### src/rtl/frame_serializer_if.sv
// frame_serializer_if: word handshake plus serial line bundle for frame_serializer
//   data_in/data_valid : producer -> serializer word and its valid flag
//   data_ready         : serializer -> producer, a word can be taken this cycle
//   data_out           : serial line, idle high
//   busy               : frame in progress or word buffered
interface frame_serializer_if #(
  parameter int DATA_WIDTH = 8
);
  logic [DATA_WIDTH-1:0] data_in;
  logic                  data_valid;
  logic                  data_ready;
  logic                  data_out;
  logic                  busy;
  modport master (output data_in, data_valid, input data_ready, data_out, busy);
  modport slave  (input data_in, data_valid, output data_ready, data_out, busy);
endinterface

### src/rtl/frame_serializer.sv
// frame_serializer: framed serial transmitter (start, data, optional parity, stop) with a one-word holding buffer
//   clock : system clock, all logic on posedge
//   reset : synchronous active-high reset
//   bus   : frame_serializer_if.slave (data_in, data_valid, data_ready, data_out, busy)
//   Optional parity bit enabled by defining FRAME_SERIALIZER_PARITY_EN.
module frame_serializer #(
  parameter int DATA_WIDTH   = 8,
  parameter int CLKS_PER_BIT = 1,
  parameter int STOP_BITS    = 1,
  parameter int MSB_FIRST    = 0
) (
  input logic               clock,
  input logic               reset,
  frame_serializer_if.slave bus
);
  localparam int DIV_W = CLKS_PER_BIT > 1 ? $clog2(CLKS_PER_BIT) : 1;
  localparam int BIT_W = $clog2(DATA_WIDTH + STOP_BITS + 1);
  typedef enum logic [2:0] {
    IDLE,
    START,
    DATA,
`ifdef FRAME_SERIALIZER_PARITY_EN
    PARITY,
`endif
    STOP
  } state_t;
  localparam state_t POST_DATA =
`ifdef FRAME_SERIALIZER_PARITY_EN
    PARITY;
`else
    STOP;
`endif
  state_t                state_q, state_d;
  logic [DATA_WIDTH-1:0] shift_q, shift_d, buf_q, buf_d, load_word;
  logic                  full_q, full_d, load;
  logic [DIV_W-1:0]      div_q, div_d;
  logic [BIT_W-1:0]      bit_q, bit_d;
  logic                  out_q, out_d, busy_q, busy_d, ready_q, ready_d;
  logic                  wrap, tick, accept, last_data, last_stop, line_d;
  assign wrap      = div_q == DIV_W'(CLKS_PER_BIT - 1);
  assign tick      = state_q != IDLE && wrap;
  assign accept    = bus.data_valid && ready_q;
  assign last_data = bit_q == BIT_W'(DATA_WIDTH - 1);
  assign last_stop = bit_q == BIT_W'(STOP_BITS - 1);
  always_comb begin
    state_d   = state_q;
    shift_d   = shift_q;
    buf_d     = buf_q;
    full_d    = full_q;
    bit_d     = bit_q;
    div_d     = (state_q == IDLE || wrap) ? '0 : div_q + 1'b1;
    load      = state_q == IDLE && accept;
    load_word = bus.data_in;
    if (accept && state_q != IDLE) begin
      buf_d  = bus.data_in;
      full_d = 1'b1;
    end
    if (tick)
      case (state_q)
        START: begin
          state_d = DATA;
          bit_d   = '0;
        end
        DATA: begin
          shift_d = MSB_FIRST != 0 ? shift_q << 1 : shift_q >> 1;
          bit_d   = last_data ? '0 : bit_q + 1'b1;
          state_d = last_data ? POST_DATA : DATA;
        end
`ifdef FRAME_SERIALIZER_PARITY_EN
        PARITY: state_d = STOP;
`endif
        STOP: begin
          bit_d = last_stop ? '0 : bit_q + 1'b1;
          if (last_stop) begin
            // a word taken on the final stop edge starts straight away instead of parking in the buffer
            state_d   = IDLE;
            load      = full_q || accept;
            load_word = full_q ? buf_q : bus.data_in;
            full_d    = 1'b0;
          end
        end
        default: ;
      endcase
    if (load) begin
      state_d = START;
      shift_d = load_word;
      bit_d   = '0;
      div_d   = '0;
    end
  end
`ifdef FRAME_SERIALIZER_PARITY_EN
  logic par_q, par_d;
  assign par_d = load ? ^load_word : par_q;
  always_ff @(posedge clock)
    par_q <= reset ? 1'b0 : par_d;
  assign line_d = state_d == PARITY ? par_d : 1'b1;
`else
  assign line_d = 1'b1;
`endif
  // outputs are registered, so they are derived from next-state values
  assign out_d   = state_d == START ? 1'b0 :
                   state_d == DATA  ? (MSB_FIRST != 0 ? shift_d[DATA_WIDTH-1] : shift_d[0]) : line_d;
  assign busy_d  = state_d != IDLE || full_d;
  assign ready_d = !full_d;
  always_ff @(posedge clock)
    if (reset) begin
      state_q <= IDLE;
      shift_q <= '0;
      buf_q   <= '0;
      full_q  <= 1'b0;
      div_q   <= '0;
      bit_q   <= '0;
      out_q   <= 1'b1;
      busy_q  <= 1'b0;
      ready_q <= 1'b0;
    end else begin
      state_q <= state_d;
      shift_q <= shift_d;
      buf_q   <= buf_d;
      full_q  <= full_d;
      div_q   <= div_d;
      bit_q   <= bit_d;
      out_q   <= out_d;
      busy_q  <= busy_d;
      ready_q <= ready_d;
    end
  assign bus.data_out   = out_q;
  assign bus.busy       = busy_q;
  assign bus.data_ready = ready_q;
endmodule
### src/flat_wrapper.sv
// flat-port wrapper written by rule: the top's interface ports become plain ports
module frame_serializer_flat 
#(
  parameter int DATA_WIDTH   = 8,
  parameter int CLKS_PER_BIT = 1,
  parameter int STOP_BITS    = 1,
  parameter int MSB_FIRST    = 0
)
  (clock, reset, bus_data_in, bus_data_valid, bus_data_ready, bus_data_out, bus_busy);
  frame_serializer_if #(.DATA_WIDTH(DATA_WIDTH)) bus_i ();
  input logic clock;
  input logic reset;
  input wire logic [$bits(bus_i.data_in)-1:0] bus_data_in;
  input wire logic [$bits(bus_i.data_valid)-1:0] bus_data_valid;
  output wire logic [$bits(bus_i.data_ready)-1:0] bus_data_ready;
  output wire logic [$bits(bus_i.data_out)-1:0] bus_data_out;
  output wire logic [$bits(bus_i.busy)-1:0] bus_busy;
  assign bus_i.data_in = bus_data_in;
  assign bus_i.data_valid = bus_data_valid;
  assign bus_data_ready = bus_i.data_ready;
  assign bus_data_out = bus_i.data_out;
  assign bus_busy = bus_i.busy;
  frame_serializer #(.DATA_WIDTH(DATA_WIDTH), .CLKS_PER_BIT(CLKS_PER_BIT), .STOP_BITS(STOP_BITS), .MSB_FIRST(MSB_FIRST)) u_core (.clock(clock), .reset(reset), .bus(bus_i));
endmodule
### config.mk
export PLATFORM = sky130hd
export DESIGN_NAME = frame_serializer_flat
export DESIGN_NICKNAME = d
export VERILOG_FILES = /design/src/rtl/frame_serializer_if.sv /design/src/rtl/frame_serializer.sv /design/src/flat_wrapper.sv
export SDC_FILE = /design/constraint.sdc
export NUM_CORES = 1
export LEC_CHECK = 0
export BUFFER_PORTS_ARGS = -buffer_cell sky130_fd_sc_hd__clkbuf_2
export CORE_AREA = 4 4 57 59
export DETAILED_ROUTE_END_ITERATION = 8
export DIE_AREA = 0 0 61 63
export PLACE_DENSITY = 0.84
export SLEW_MARGIN = 20
export SYNTH_ARGS = -nofsm -noshare
export SYNTH_HDL_FRONTEND = slang
export SYNTH_SLANG_ARGS = --single-unit
export TNS_END_PERCENT = 30
### constraint.sdc
create_clock -name clock -period 2.8 [get_ports clock]
set_input_delay 0.84 -clock clock [delete_from_list [all_inputs] [get_ports clock]]
set_output_delay 0.84 -clock clock [all_outputs]
set_load 0.02 [all_outputs]
# [Word level (Yosys, flattened, before mapping)]
# Index checks and enable logic that the tools add are counted.
[totals] latchBits=0 memories=0 output_inout_bits=3 mem_bits_rw=0 ff_bits=28 rom_bits=0
[op_classes] mul=0 magnitude_cmp=0 n_div=0 n_eq_ne=6 n_reduce_logical=19 muxes=24 bitwise_logic=1 add_sub_neg=2 shifts=0
[ops] cell="two-way mux 8 bit" count=7
[ops] cell="case mux 4 bit (3 select lines)" count=1
[ops] cell="two-way mux 1 bit" count=10
[ops] cell="== test 3 x 2 -> 1 bit (second input constant)" count=3
[ops] cell="two-way mux 3 bit" count=3
[ops] cell="case mux 3 bit (3 select lines)" count=1
[ops] cell="nonzero test 3 bit" count=3
[ops] cell="two-way mux 4 bit" count=2
[ops] cell="== test 3 x 1 -> 1 bit (second input constant)" count=2
[ops] cell="adder 4 x 1 -> 4 bit (second input constant)" count=1
[ops] cell="== test 4 x 3 -> 1 bit (second input constant)" count=1
[ops] cell="logical AND 1 bit" count=4
[ops] cell="zero test 4 bit" count=1
[ops] cell="AND reduction 2 bit" count=2
[ops] cell="nonzero test 2 bit" count=2
[ops] cell="zero test 3 bit" count=1
[ops] cell="logical OR 1 bit" count=3
[ops] cell="OR reduction 3 bit" count=1
[ops] cell="OR reduction 2 bit" count=1
[ops] cell="adder 1 bit (second input constant)" count=1
[ops] cell="zero test 1 bit" count=1
[ops] cell="NOT 1 bit" count=1

# [Logic depth before layout (Yosys ltp)]
# Gate-level depths: netlist of run 1.
[depth] word_depth=9 depth_mapped=8 ltp_nobuf=6

# [Worst setup path after synthesis of run 1]
# No wires, ideal clock.
[synth_timing] path_type="input port to flip-flop" start="input bus_data_valid" end="register u_core.out_q (netlist: u_core.bus.data_out)" stages=4 t_arrival_ps=1974 setup_time_ps=121 slack_ps=705 required_time_ps=2679 path_cell_list="a22o_1 -> buf_6 -> a222oi_1 -> mux2_2"
[synth_between] elab_chain_len=9
[synth_lines] element="start, declared" line="flat_wrapper.sv:14" source="input wire logic [$bits(bus_i.data_valid)-1:0] bus_data_valid;"
[synth_lines] element="logical AND 1 bit (*)" line="frame_serializer.sv:42" source="assign accept = bus.data_valid && ready_q;"
[synth_lines] element="logical AND 1 bit or logical OR 1 bit (tied branches)" line="frame_serializer.sv:52, frame_serializer.sv:77"
[synth_lines] element="two-way mux 1 bit" line="frame_serializer.sv:74" source="if (last_stop) begin"
[synth_lines] element="two-way mux 1 bit" line="frame_serializer.sv:59" source="case (state_q)"
[synth_lines] element="two-way mux 1 bit (*)" line="frame_serializer.sv:58" source="if (tick)"
[synth_lines] element="two-way mux 3 bit" line="frame_serializer.sv:84" source="if (load) begin"
[synth_lines] element="== test 3 x 2 -> 1 bit" line="frame_serializer.sv:102" source="state_d == DATA ? (MSB_FIRST != 0 ? shift_d[DATA_WIDTH-1] : shift_d[0]) : line_d;"
[synth_lines] element="two-way mux 1 bit" line="frame_serializer.sv:102"
[synth_lines] element="two-way mux 1 bit (*)" line="frame_serializer.sv:101" source="assign out_d = state_d == START ? 1'b0 :"
[synth_lines] element="end signal, assigned" line="frame_serializer.sv:123" source="out_q <= out_d;"
[synth_lines] element="end, declared" line="frame_serializer.sv:38" source="logic out_q, out_d, busy_q, busy_d, ready_q, ready_d;"
# Mark *: on every way between the ends. The rest lies on a longest branch, timed or not.
# A chain may end at the register's enable or synchronous reset.

# [Worst setup path in the final report of run 1]
[layout_timing] start="register u_core.state_q[0]" end="register u_core.shift_q[0]"
[layout_between] elab_chain_len=6
[layout_lines] element="start, declared" line="frame_serializer.sv:33" source="state_t state_q, state_d;"
[layout_lines] element="start signal, assigned" line="frame_serializer.sv:117" source="state_q <= state_d;"
[layout_lines] element="zero test 3 bit" line="frame_serializer.sv:52" source="load = state_q == IDLE && accept;"
[layout_lines] element="logical AND 1 bit" line="frame_serializer.sv:52"
[layout_lines] element="two-way mux 1 bit" line="frame_serializer.sv:74"
[layout_lines] element="two-way mux 1 bit" line="frame_serializer.sv:59"
[layout_lines] element="two-way mux 1 bit" line="frame_serializer.sv:58"
[layout_lines] element="two-way mux 8 bit (*)" line="frame_serializer.sv:84"
[layout_lines] element="end signal, assigned" line="frame_serializer.sv:118" source="shift_q <= shift_d;"
[layout_lines] element="end, declared" line="frame_serializer.sv:34" source="logic [DATA_WIDTH-1:0] shift_q, shift_d, buf_q, buf_d, load_word;"
# Mark *: on every way between the ends. The rest lies on a longest branch, timed or not. The select of a mux whose other input is x is not followed.

==> impl_metrics.py, run 1 <==
metrics = {
    "outcome": {
        "outcome": "finished clean",
    },
    "synthesis": {
        "ys_ff_latch": 28,
        "synth_area_sq_um": 1520,
        "synth_top_area_frac": 0.368,
        "syn_area_per_cell_sq_um": 8.37,
        "ys.flop_type": "dfxtp_1",
        "synth_area_leaders": "dfxtp_1 (37%), nand2_1 (6.9%), a21oi_1 (5.6%)",
        "synth_cell_types": 46,
        "yosysWarnings": 0,
        "synthesis.nets": 195,
        "syn_inst": 182,
        "ys_seq_area_frac": 0.368,
        "synthArstFlopShare": 0,
        "synth_top_area_cell": "dfxtp_1",
        "synth_edf_count": 0,
    },
    "die": {
        "die-area_sq_um": 3840,
        "num_rows": 19,
        "die_y_um": 63,
        "coreArea_sq_um": 2710,
        "start_util": 0.562,
        "die_w_um": 61,
        "pin_count": 14,
    },
    "setup_path": {
        "cp_slowest_cell": "or4bb_1",
        "worst_setup_path_end_kind": "register",
        "crit_family": "simple AND/OR/NAND/NOR gates",
        "required_ps": 3010,
        "worst_setup_path_start_kind": "register",
        "ff2ff_path_depth": 4,
        "worstSetupPathType": "reg -> reg",
        "crit_arrival_ps": 2570,
        "slowest_delay_ps": 650,
        "cp_max_fo": 15,
        "path_buf_inv": 0,
        "crit_chain": "or4bb_1, o21ai_2, and2_0, a311oi_1",
        "cp_num_cells": 4,
    },
    "power": {
        "leakage_nw": 0.560,
        "power_w": 0.000760,
        "irDropWorstVdd_v": 0.000367,
        "p_per_area_nw_per_um2": 473,
    },
    "drt": {
        "final_antenna_net_count": 0,
        "via_per_inst": 6.49,
        "wl_per_cell_um": 16.0,
        "remaining_drc_errors": 0,
        "drtPass1Iterations": 4,
        "num_vias": 1408,
        "wirelength_met1_um": 1390,
        "wl_um": 3460,
        "top_layer_used": "met4",
        "drt_iter0_drc": 99,
        "wl_met2_um": 1730,
        "wl_met3_um": 223,
    },
    "clocking": {
        "clkTransAtPathRegs_ps": 160,
        "cts-buffers-inserted": 3,
        "clock_sinks": 28,
        "clkLatencyLatePin_ps": 340,
        "cts.hold.buffers_added": 0,
        "ctsLongestPathBuffers": 2,
        "cts_root_buf": "clkbuf_4",
        "cts_resized": 0,
        "cts_tree": "done",
        "htreeDepth": 1,
        "cts_setup_buffers": 0,
    },
    "grt": {
        "grt_pass1_wl_um": 6110,
        "grt_max_degree": 28,
        "antenna_found_initial": 0,
        "grtUsageTotal": 0.205,
        "first_global_vias": 1351,
        "overflow": 0,
    },
    "placed_design": {
        "placed_cell_area_sq_um": 1570,
        "place_congestion": 0.887,
        "dp_hpwl_um": 2540,
        "port_buffers": 13,
    },
    "sta": {
        "setup_viol": 0,
        "skew_ps": 10.2,
        "fmax_ghz": 0.423,
        "worstMarginPinSlew_ps": 742,
        "fin_crit_sh": 0.844,
        "drv_slew": 0,
        "period_minus_slack_ps": 2360,
        "tns_ps": 0,
        "slew_headroom": 0.504,
        "rsz0062_at_grt": "no",
        "hold_viol_final": 0,
    },
    "cells_and_area": {
        "design_area_sq_um": 1610,
        "n_antenna_cell": 0,
        "syn_to_final_growth_pct": 5.59,
        "final_util": 0.593,
        "finalNetCount": 200,
        "drive_gt1_frac": 0.167,
    },
    "flow_run": {
        "drv_cap": 0,
    },
    "min_path": {
        "min-delay-path-class": "reg -> reg",
        "min_path_cells": 2,
    },
}
[report_power, final]
| group | switching (W) | internal, W |
|---|---|---|
| clock | 0.000124 | 0.0000797 |
| sequential | 0.0000170 | 0.000418 |
| combinational | 0.0000708 | 0.0000502 |
| total | 0.000212 | 0.000548 |
[final cells by class]
type / count / area, sq um
fill: 255 / 1100
multi-input combinational: 135 / 873
sequential: 28 / 561
timing repair buffer: 16 / 87.6
tap: 31 / 38.8
clock buffer: 4 / 36.3
inverter: 3 / 11.3
[layer usage]
layer / up-vias / global-route usage
met5: - / 0
met4: 0 / 0.108
met3: 16 / 0.0248
met2: 55 / 0.329
met1: 655 / 0.261
li1: 682 / -
[tightest hold or removal path, stage by stage (launching register included)]
cell     delay (ps)
dfxtp_1         330
nand2_1          50
a21oi_1          50
[sequential cells by signal, summed over array words and instances (netlist names)]
register and cells:
u_core.state_q 3, u_core.buf_q 8, u_core.bus.data_ready 1, u_core.full_q 1, u_core.shift_q 8, u_core.bus.busy 1
u_core.bus.data_out 1, u_core.div_q 1, u_core.bit_q 4
[layout by cell type (no fill, tap or decap), types with 2 or more instances in the layout]
| cell type | Yosys | final |
|---|---|---|
| dfxtp_1 | 28 | 28 |
| o22ai_1 | 2 | 2 |
| nand2_1 | 28 | 28 |
| nor2b_1 | 2 | 2 |
| ha_1 | 2 | 2 |
| nor3b_1 | 3 | 3 |
| or3b_2 | 3 | 3 |
| and3_1 | 8 | 8 |
| a211oi_1 | 2 | 2 |
| nor3_1 | 3 | 3 |
| inv_1 | 3 | 3 |
| a21boi_0 | 7 | 7 |
| o21ai_0 | 5 | 5 |
| nor2_1 | 6 | 6 |
| a21oi_1 | 17 | 17 |
| o211ai_1 | 6 | 6 |
| clkbuf_4 | 0 | 3 |
| clkbuf_2 | 0 | 13 |
| nand3_1 | 3 | 3 |
| nand2b_1 | 3 | 3 |
| nor4_1 | 3 | 3 |
| mux2i_1 | 2 | 2 |
| and2_0 | 2 | 2 |
| a311oi_1 | 7 | 7 |
| buf_4 | 0 | 3 |
[synthesized netlist by cell type, drive strengths merged, types with 2 or more instances]
| cell | number |
|---|---|
| o21ai | 6 |
| and2 | 2 |
| nor4 | 3 |
| nand2b | 3 |
| nand2 | 28 |
| ha | 2 |
| o211ai | 6 |
| a211oi | 2 |
| nor4bb | 2 |
| nor3b | 3 |
| clkbuf | 6 |
| mux2i | 2 |
| nor3 | 3 |
| or3b | 3 |
| a21boi | 7 |
| buf | 10 |
| a21oi | 17 |
| nor2b | 2 |
| dfxtp | 28 |
| nand3 | 3 |
| and3 | 8 |
| inv | 3 |
| o22ai | 2 |
| a311oi | 8 |
| nor2 | 6 |
[final timing paths]
path                             endpoint  slack [ps]                    startpoint
max          u_core.shift_q[0]$_SDFF_PP0_         440  u_core.state_q[0]$_SDFF_PP0_
min          u_core.buf_q[3]$_SDFFE_PP0P_         460  u_core.buf_q[3]$_SDFFE_PP0P_
max reg2reg  u_core.shift_q[0]$_SDFF_PP0_         440  u_core.state_q[0]$_SDFF_PP0_
min reg2reg  u_core.buf_q[3]$_SDFFE_PP0P_         460  u_core.buf_q[3]$_SDFFE_PP0P_
[per-stage QoR]
| step | hold slack [ps] | setup WS [ps] | cells |
|---|---|---|---|
| floorplan | 432 | 705 | 182 |
| global placement | 439 | 509 | 213 |
| detailed placement | 444 | 393 | 213 |
| CTS | 464 | 486 | 217 |
| global route | 476 | 246 | 217 |
| finish | 463 | 437 | 217 |
[kinds of logic (layout without fill, tap and decap cells)]
kind of cell,after synthesis,after routing,synth area share
simple gates,72,72,0.265
mux,3,3,0.0205
compound gates,57,57,0.265
fa+ha+maj,2,2,0.0164
flops,28,28,0.368
other cells,1,1,0.00246
buf+inv,19,23,0.0624
(Power assumes the default switching activity.)
==> inputs of run 2 (changes only) <==
Settings changed: ABC_AREA set to 1.
Clock period 2.8 ns to 2.3 ns, I/O delays scaled along.
==> run 2 against run 1 <==
Net effect:
- critical path depth increased by 5
- sequential cell count stayed put
- fmax is 39% higher
- worst hold slack improved by 5.6 ps
- clock-buffer cell count is the same
- synthesized cell count grew 21%
- register-to-register slack better by 170 ps
- largest cell class unchanged
==> impl_metrics.py, run 2 <==
metrics = {
    "outcome": {
        "outcome": "finished clean",
    },
    "power": {
        "p_per_area_nw_per_um2": 595,
        "leakage_nw": 0.847,
        "power_w": 0.000968,
        "irDropWorstVdd_v": 0.000511,
    },
    "placed_design": {
        "place_congestion": 0.855,
        "dp_hpwl_um": 2280,
        "port_buffers": 13,
    },
    "grt": {
        "grt_max_degree": 18,
        "first_global_vias": 1219,
        "grt_pass1_wl_um": 5110,
        "grtUsageTotal": 0.169,
        "antenna_found_initial": 0,
        "overflow": 0,
    },
    "setup_path": {
        "crit_chain": "inv_1, ha_1, nand2_1, nor2_4, nand3_4, nand2_2, inv_1, nand2_1, nor3b_1",
        "worst_setup_path_start_kind": "register",
        "slowest_delay_ps": 350,
        "ff2ff_path_depth": 9,
        "cp_slowest_cell": "dfxtp_1",
        "cp_max_fo": 11,
        "worstSetupPathType": "reg -> reg",
        "r2r_slack_ps": 600,
        "crit_family": "simple AND/OR/NAND/NOR gates",
        "crit_arrival_ps": 1930,
        "rr_startpoint": "u_core.bit_q[0]$_SDFFE_PP0P_",
        "worstReg2RegEnd": "u_core.bit_q[2]$_SDFFE_PP0P_",
        "worst_setup_path_end_kind": "register",
        "cp_num_cells": 9,
        "required_ps": 2540,
        "path_buf_inv": 2,
    },
    "synthesis": {
        "synthArstFlopShare": 0,
        "synth_area_sq_um": 1510,
        "yosys-top-cells-count": "nand2_1 (64), inv_1 (36), dfxtp_1 (28)",
        "ys_seq_area_frac": 0.371,
        "synth_top_area_cell": "dfxtp_1",
        "syn_area_per_cell_sq_um": 6.84,
        "synth_most_common_cell": "nand2_1",
        "synth_top_area_frac": 0.371,
        "synthesis.nets": 234,
        "synth_area_leaders": "dfxtp_1 (37%), nand2_1 (16%), inv_1 (8.9%)",
        "ys_ff_latch": 28,
        "synth_cell_types": 28,
        "ys.flop_type": "dfxtp_1",
        "syn_inst": 221,
        "yosysWarnings": 0,
        "synth_edf_count": 0,
    },
    "min_path": {
        "min-delay-path-class": "reg -> reg",
        "min_path_cells": 2,
        "min_to": "u_core.buf_q[6]$_SDFFE_PP0P_",
        "hp-start": "u_core.buf_q[6]$_SDFFE_PP0P_",
    },
    "cells_and_area": {
        "drive_gt1_frac": 0.153,
        "final_common_cell": "nand2_1",
        "final_cell_mix": "nand2_1 (64), inv_1 (36), dfxtp_1 (28), nor2_1 (23), a21oi_1 (14)",
        "n_antenna_cell": 0,
        "syn_to_final_growth_pct": 7.62,
        "top_regs": "u_core.buf_q (8), u_core.shift_q (8), u_core.bit_q (4)",
        "fill_cells": 263,
        "finalNetCount": 249,
    },
    "clocking": {
        "cts.hold.buffers_added": 0,
        "cts_resized": 0,
        "ctsLongestPathBuffers": 2,
        "clkLatencyLatePin_ps": 320,
        "cts_setup_buffers": 0,
        "cts_tree": "done",
        "cts-buffers-inserted": 3,
        "clock_sinks": 28,
        "cts_root_buf": "clkbuf_4",
        "clkTransAtPathRegs_ps": 140,
        "htreeDepth": 1,
    },
    "die": {
        "start_util": 0.558,
        "die_y_um": 63,
        "die_w_um": 61,
        "num_rows": 19,
        "coreArea_sq_um": 2710,
        "die-area_sq_um": 3840,
        "pin_count": 14,
    },
    "sta": {
        "hold_viol_final": 0,
        "setup_viol": 0,
        "fmax_ghz": 0.589,
        "period_minus_slack_ps": 1700,
        "fin_crit_sh": 0.738,
        "drv_slew": 0,
        "rsz0062_at_grt": "no",
        "skew_ps": 3.95,
        "tns_ps": 0,
    },
    "drt": {
        "wl_per_cell_um": 11.0,
        "final_antenna_net_count": 0,
        "wl_um": 2940,
        "num_vias": 1329,
        "drtPass1Iterations": 4,
        "drt_iter0_drc": 48,
        "remaining_drc_errors": 0,
        "via_per_inst": 5.00,
    },
    "flow_run": {
        "drv_cap": 0,
    },
}
==> run 2: cell count changes in the layout (fill, tap and decap cells not counted), sizes merged, moves of 6 or more <==
| cell | change |
|---|---|
| nand2 | +39 |
| inv | +34 |
| nor2 | +19 |
| nand3 | +13 |
| a311oi | -8 |
| and3 | -8 |
| a21boi | -7 |
| nand4 | +6 |
| o211ai | -6 |
| o21ai | +6 |
==> run 2: through the flow <==
stage	hold slack (ps)	worst slack (ps)	instance area, sq um	cells	utilization
after floorplan	429	778	1510	221	-
after global routing	490	440	1630	266	0.600
after global placement	442	605	1590	262	0.587
after detailed placement	449	563	1590	262	0.587
after CTS	468	603	1630	266	0.600
final	468	603	1630	266	0.600
==> run 2: cell families (layout without fill, tap and decap cells) <==
group                    Yosys count  after routing  share of synthesized area
AO/OA/AOI/OAI                     32             32                      0.121
flip-flops                        28             28                      0.371
buffers and inverters             42             56                      0.120
AND/OR/NAND/NOR                  116            116                      0.369
other                              1              1                    0.00248
adder cells (fa/ha/maj)            2              2                     0.0166
==> run 2: how the worst max path moves through the flow <==
stage / start / endpoint / slack, ps
after detailed placement: bus_data_valid / u_core.bit_q[2]$_SDFFE_PP0P_ / 560
after global placement: bus_data_valid / u_core.bit_q[2]$_SDFFE_PP0P_ / 610
after global routing: u_core.bit_q[0]$_SDFFE_PP0P_ / u_core.shift_q[0]$_SDFF_PP0_ / 440
after CTS: u_core.bit_q[0]$_SDFFE_PP0P_ / u_core.bit_q[2]$_SDFFE_PP0P_ / 600
after floorplan: bus_data_valid / u_core.bus.data_out$_SDFF_PP1_ / 780
final: u_core.bit_q[0]$_SDFFE_PP0P_ / u_core.bit_q[2]$_SDFFE_PP0P_ / 600
==> run 2: power breakdown <==
part	leakage, nW	switching [W]	total, W	internal, W
Combinational	0.597	0.000126	0.000192	0.0000657
Clock	0.0210	0.000137	0.000234	0.0000969
Sequential	0.229	0.0000206	0.000541	0.000521
Total	0.847	0.000284	0.000968	0.000683
==> run 2: tightest hold or removal path: stages (launching register included) <==
cell and delay [ps]:
dfxtp_1 320, inv_1 60, a21oi_1 60
==> run 2: layout make-up <==
class,instances,area [sq um],area share
clock buffer,4,36.3,0.0223
inverter,37,141,0.0869
multi-input combinational,151,769,0.473
sequential,28,561,0.345
tap,31,38.8,0.0238
timing repair buffer,15,80.1,0.0492
==> run 2: per-layer routing <==
layer	track usage	vias to the layer above	part of all wire
li1	-	716	-
met1	0.221	586	0.47
met2	0.282	23	0.48
met3	0.0186	4	0.029
met4	0.0569	0	0.013
met5	0	-	0
==> inputs of run 3 (changes only) <==
Settings changed: ABC_AREA 1 to 0, CORE_AREA 4 4 57 59 to 4 4 60 62, DIE_AREA 0 0 61 63 to 0 0 64 66, PLACE_DENSITY 0.84 to 0.8.
Clock period 2.3 ns to 1.4 ns, I/O delays scaled along.
==> run 3 against run 2 <==
Net effect:
- the flow now finishes with violations (setup timing)
- first-iteration DRC count is 6.3% higher
- highest routed layer unchanged
- fmax fell by 11%
- clock power grew 38%
- critical path depth fell by 5
- total power grew 67%
==> impl_metrics.py, run 3 (same netlist as run 1, synthesis figures left out) <==
metrics = {
    "clocking": {
        "clkLatencyLatePin_ps": 320,
        "cts_root_buf": "clkbuf_4",
        "clock_sinks": 28,
        "clkTransAtPathRegs_ps": 140,
        "cts.hold.buffers_added": 0,
        "cts-buffers-inserted": 3,
        "ctsLongestPathBuffers": 2,
        "cts_tree": "done",
        "htreeDepth": 1,
    },
    "setup_path": {
        "slowest_delay_ps": 450,
        "worst_setup_path_end_kind": "register",
        "crit_family": "compound AO/OA/AOI/OAI gates",
        "cp_slowest_cell": "a222oi_1",
        "rr_startpoint": "u_core.state_q[0]$_SDFF_PP0_",
        "path_buf_inv": 0,
        "crit_chain": "or3_4, a22o_1, a222oi_1, mux2_2",
        "worst_setup_path_start_kind": "register",
        "crit_arrival_ps": 2140,
        "r2r_slack_ps": -510,
        "required_ps": 1630,
        "worstSetupPathType": "reg -> reg",
        "cp_max_fo": 5,
        "ff2ff_path_depth": 4,
        "worstReg2RegEnd": "u_core.bus.data_out$_SDFF_PP1_",
    },
    "sta": {
        "worstMarginPinSlew_ps": 520,
        "fmax_ghz": 0.523,
        "slew_headroom": 0.652,
        "worst_slack_ps": -512,
        "holdWs_ps": 322,
        "drv_slew": 0,
        "hold_viol_final": 0,
        "fin_crit_sh": 1.37,
        "rsz0062_at_grt": "yes",
        "tns_ps": -7520,
        "skew_ps": 7.94,
        "setup_viol": 20,
        "period_minus_slack_ps": 1910,
    },
    "cells_and_area": {
        "top_regs": "u_core.buf_q (8), u_core.shift_q (8), u_core.bit_q (4)",
        "fill_cells": 238,
        "n_antenna_cell": 0,
        "syn_to_final_growth_pct": 40.9,
        "final_cell_mix": "buf_4 (40), nand2_1 (28), dfxtp_1 (22), clkbuf_2 (12), a21oi_1 (11)",
        "final_common_cell": "buf_4",
        "finalNetCount": 245,
        "drive_gt1_frac": 0.435,
    },
    "die": {
        "die_y_um": 66,
        "die-area_sq_um": 4220,
        "num_rows": 20,
        "coreArea_sq_um": 3030,
        "die_w_um": 64,
        "start_util": 0.503,
        "pin_count": 14,
    },
    "drt": {
        "drt_iter0_drc": 51,
        "via_per_inst": 5.64,
        "drtPass1Iterations": 4,
        "final_antenna_net_count": 0,
        "wl_per_cell_um": 15.8,
        "wl_um": 4330,
        "remaining_drc_errors": 0,
        "num_vias": 1546,
    },
    "power": {
        "irDropWorstVdd_v": 0.000609,
        "p_per_area_nw_per_um2": 751,
        "power_w": 0.00161,
        "leakage_nw": 0.828,
    },
    "min_path": {
        "min_to": "u_core.buf_q[6]$_SDFFE_PP0P_",
        "min-delay-path-class": "in -> reg",
        "min_path_cells": 3,
        "hp-start": "bus_data_in[6]",
    },
    "outcome": {
        "outcome": "complete, but fails checks",
        "violations": "setup timing",
    },
    "grt": {
        "grt_pass1_wl_um": 7020,
        "overflow": 0,
        "grt_max_degree": 18,
        "antenna_found_initial": 0,
        "first_global_vias": 1588,
        "grtUsageTotal": 0.213,
    },
    "placed_design": {
        "place_congestion": 0.936,
        "port_buffers": 13,
        "dp_hpwl_um": 3070,
    },
    "flow_run": {
        "drv_cap": 0,
    },
}
## run 3: power by group
part | switching, W | internal (W) | leakage (nW)
Combinational | 0.000206 | 0.000221 | 0.583
Sequential | 0.0000251 | 0.000836 | 0.231
Clock | 0.000224 | 0.000101 | 0.0138
Total | 0.000454 | 0.00116 | 0.828
## run 3: how the worst max path moves through the flow
| stage | cells after the start | end | start |
|---|---|---|---|
| 2_1_floorplan | 6 | u_core.bus.data_out$_SDFF_PP1_ | u_core.state_q[2]$_SDFF_PP0_ |
| 3_3_place_gp | 6 | u_core.shift_q[5]$_SDFFE_PP0P_ | u_core.state_q[0]$_SDFF_PP0_ |
| 3_5_place_dp | 6 | u_core.shift_q[5]$_SDFFE_PP0P_ | u_core.state_q[0]$_SDFF_PP0_ |
| 4_1_cts | 7 | u_core.shift_q[5]$_SDFFE_PP0P_ | u_core.bit_q[1]$_SDFFE_PP0P_ |
| 5_1_grt | 7 | u_core.shift_q[5]$_SDFFE_PP0P_ | u_core.bit_q[1]$_SDFFE_PP0P_ |
| 6_report | 4 | u_core.bus.data_out$_SDFF_PP1_ | u_core.state_q[0]$_SDFF_PP0_ |
## run 3: per-layer routing
layer,track usage,up-vias,wire length [um]
met3,0.0340,6,137
met1,0.223,741,1730
met5,0,-,0
met4,0.0782,0,63
li1,-,769,-
met2,0.419,30,2400
## run 3: layout make-up
class                           instances  area, sq um  share of cell area
Clock buffer                            3         22.5              0.0105
Inverter                                3         11.3             0.00525
Multi-Input combinational cell        135         1020               0.473
Sequential cell                        28          571               0.266
Tap cell                               44         55.1              0.0257
Timing Repair Buffer                   61          470               0.219
## run 3: tightest hold or removal path: stages
cell and delay [ps]:
clkbuf_2 80, nand2_1 60, a21oi_2 40
## run 3: timing repair
action | CTS | global route
pin swaps | 7 | 9
resized for setup | 25 | 22
setup buffers | 0 | 2
setup endpoints to repair | 27 | 28
## run 3: stage by stage
step / setup slack (ps) / util / cell area (sq um) / std cells
floorplan: -586 / - / 1530 / 182
global placement: -419 / 0.637 / 1930 / 269
detailed placement: -514 / 0.637 / 1930 / 269
CTS: -493 / 0.675 / 2040 / 272
global route: -586 / 0.709 / 2150 / 274
finish: -512 / 0.709 / 2150 / 274
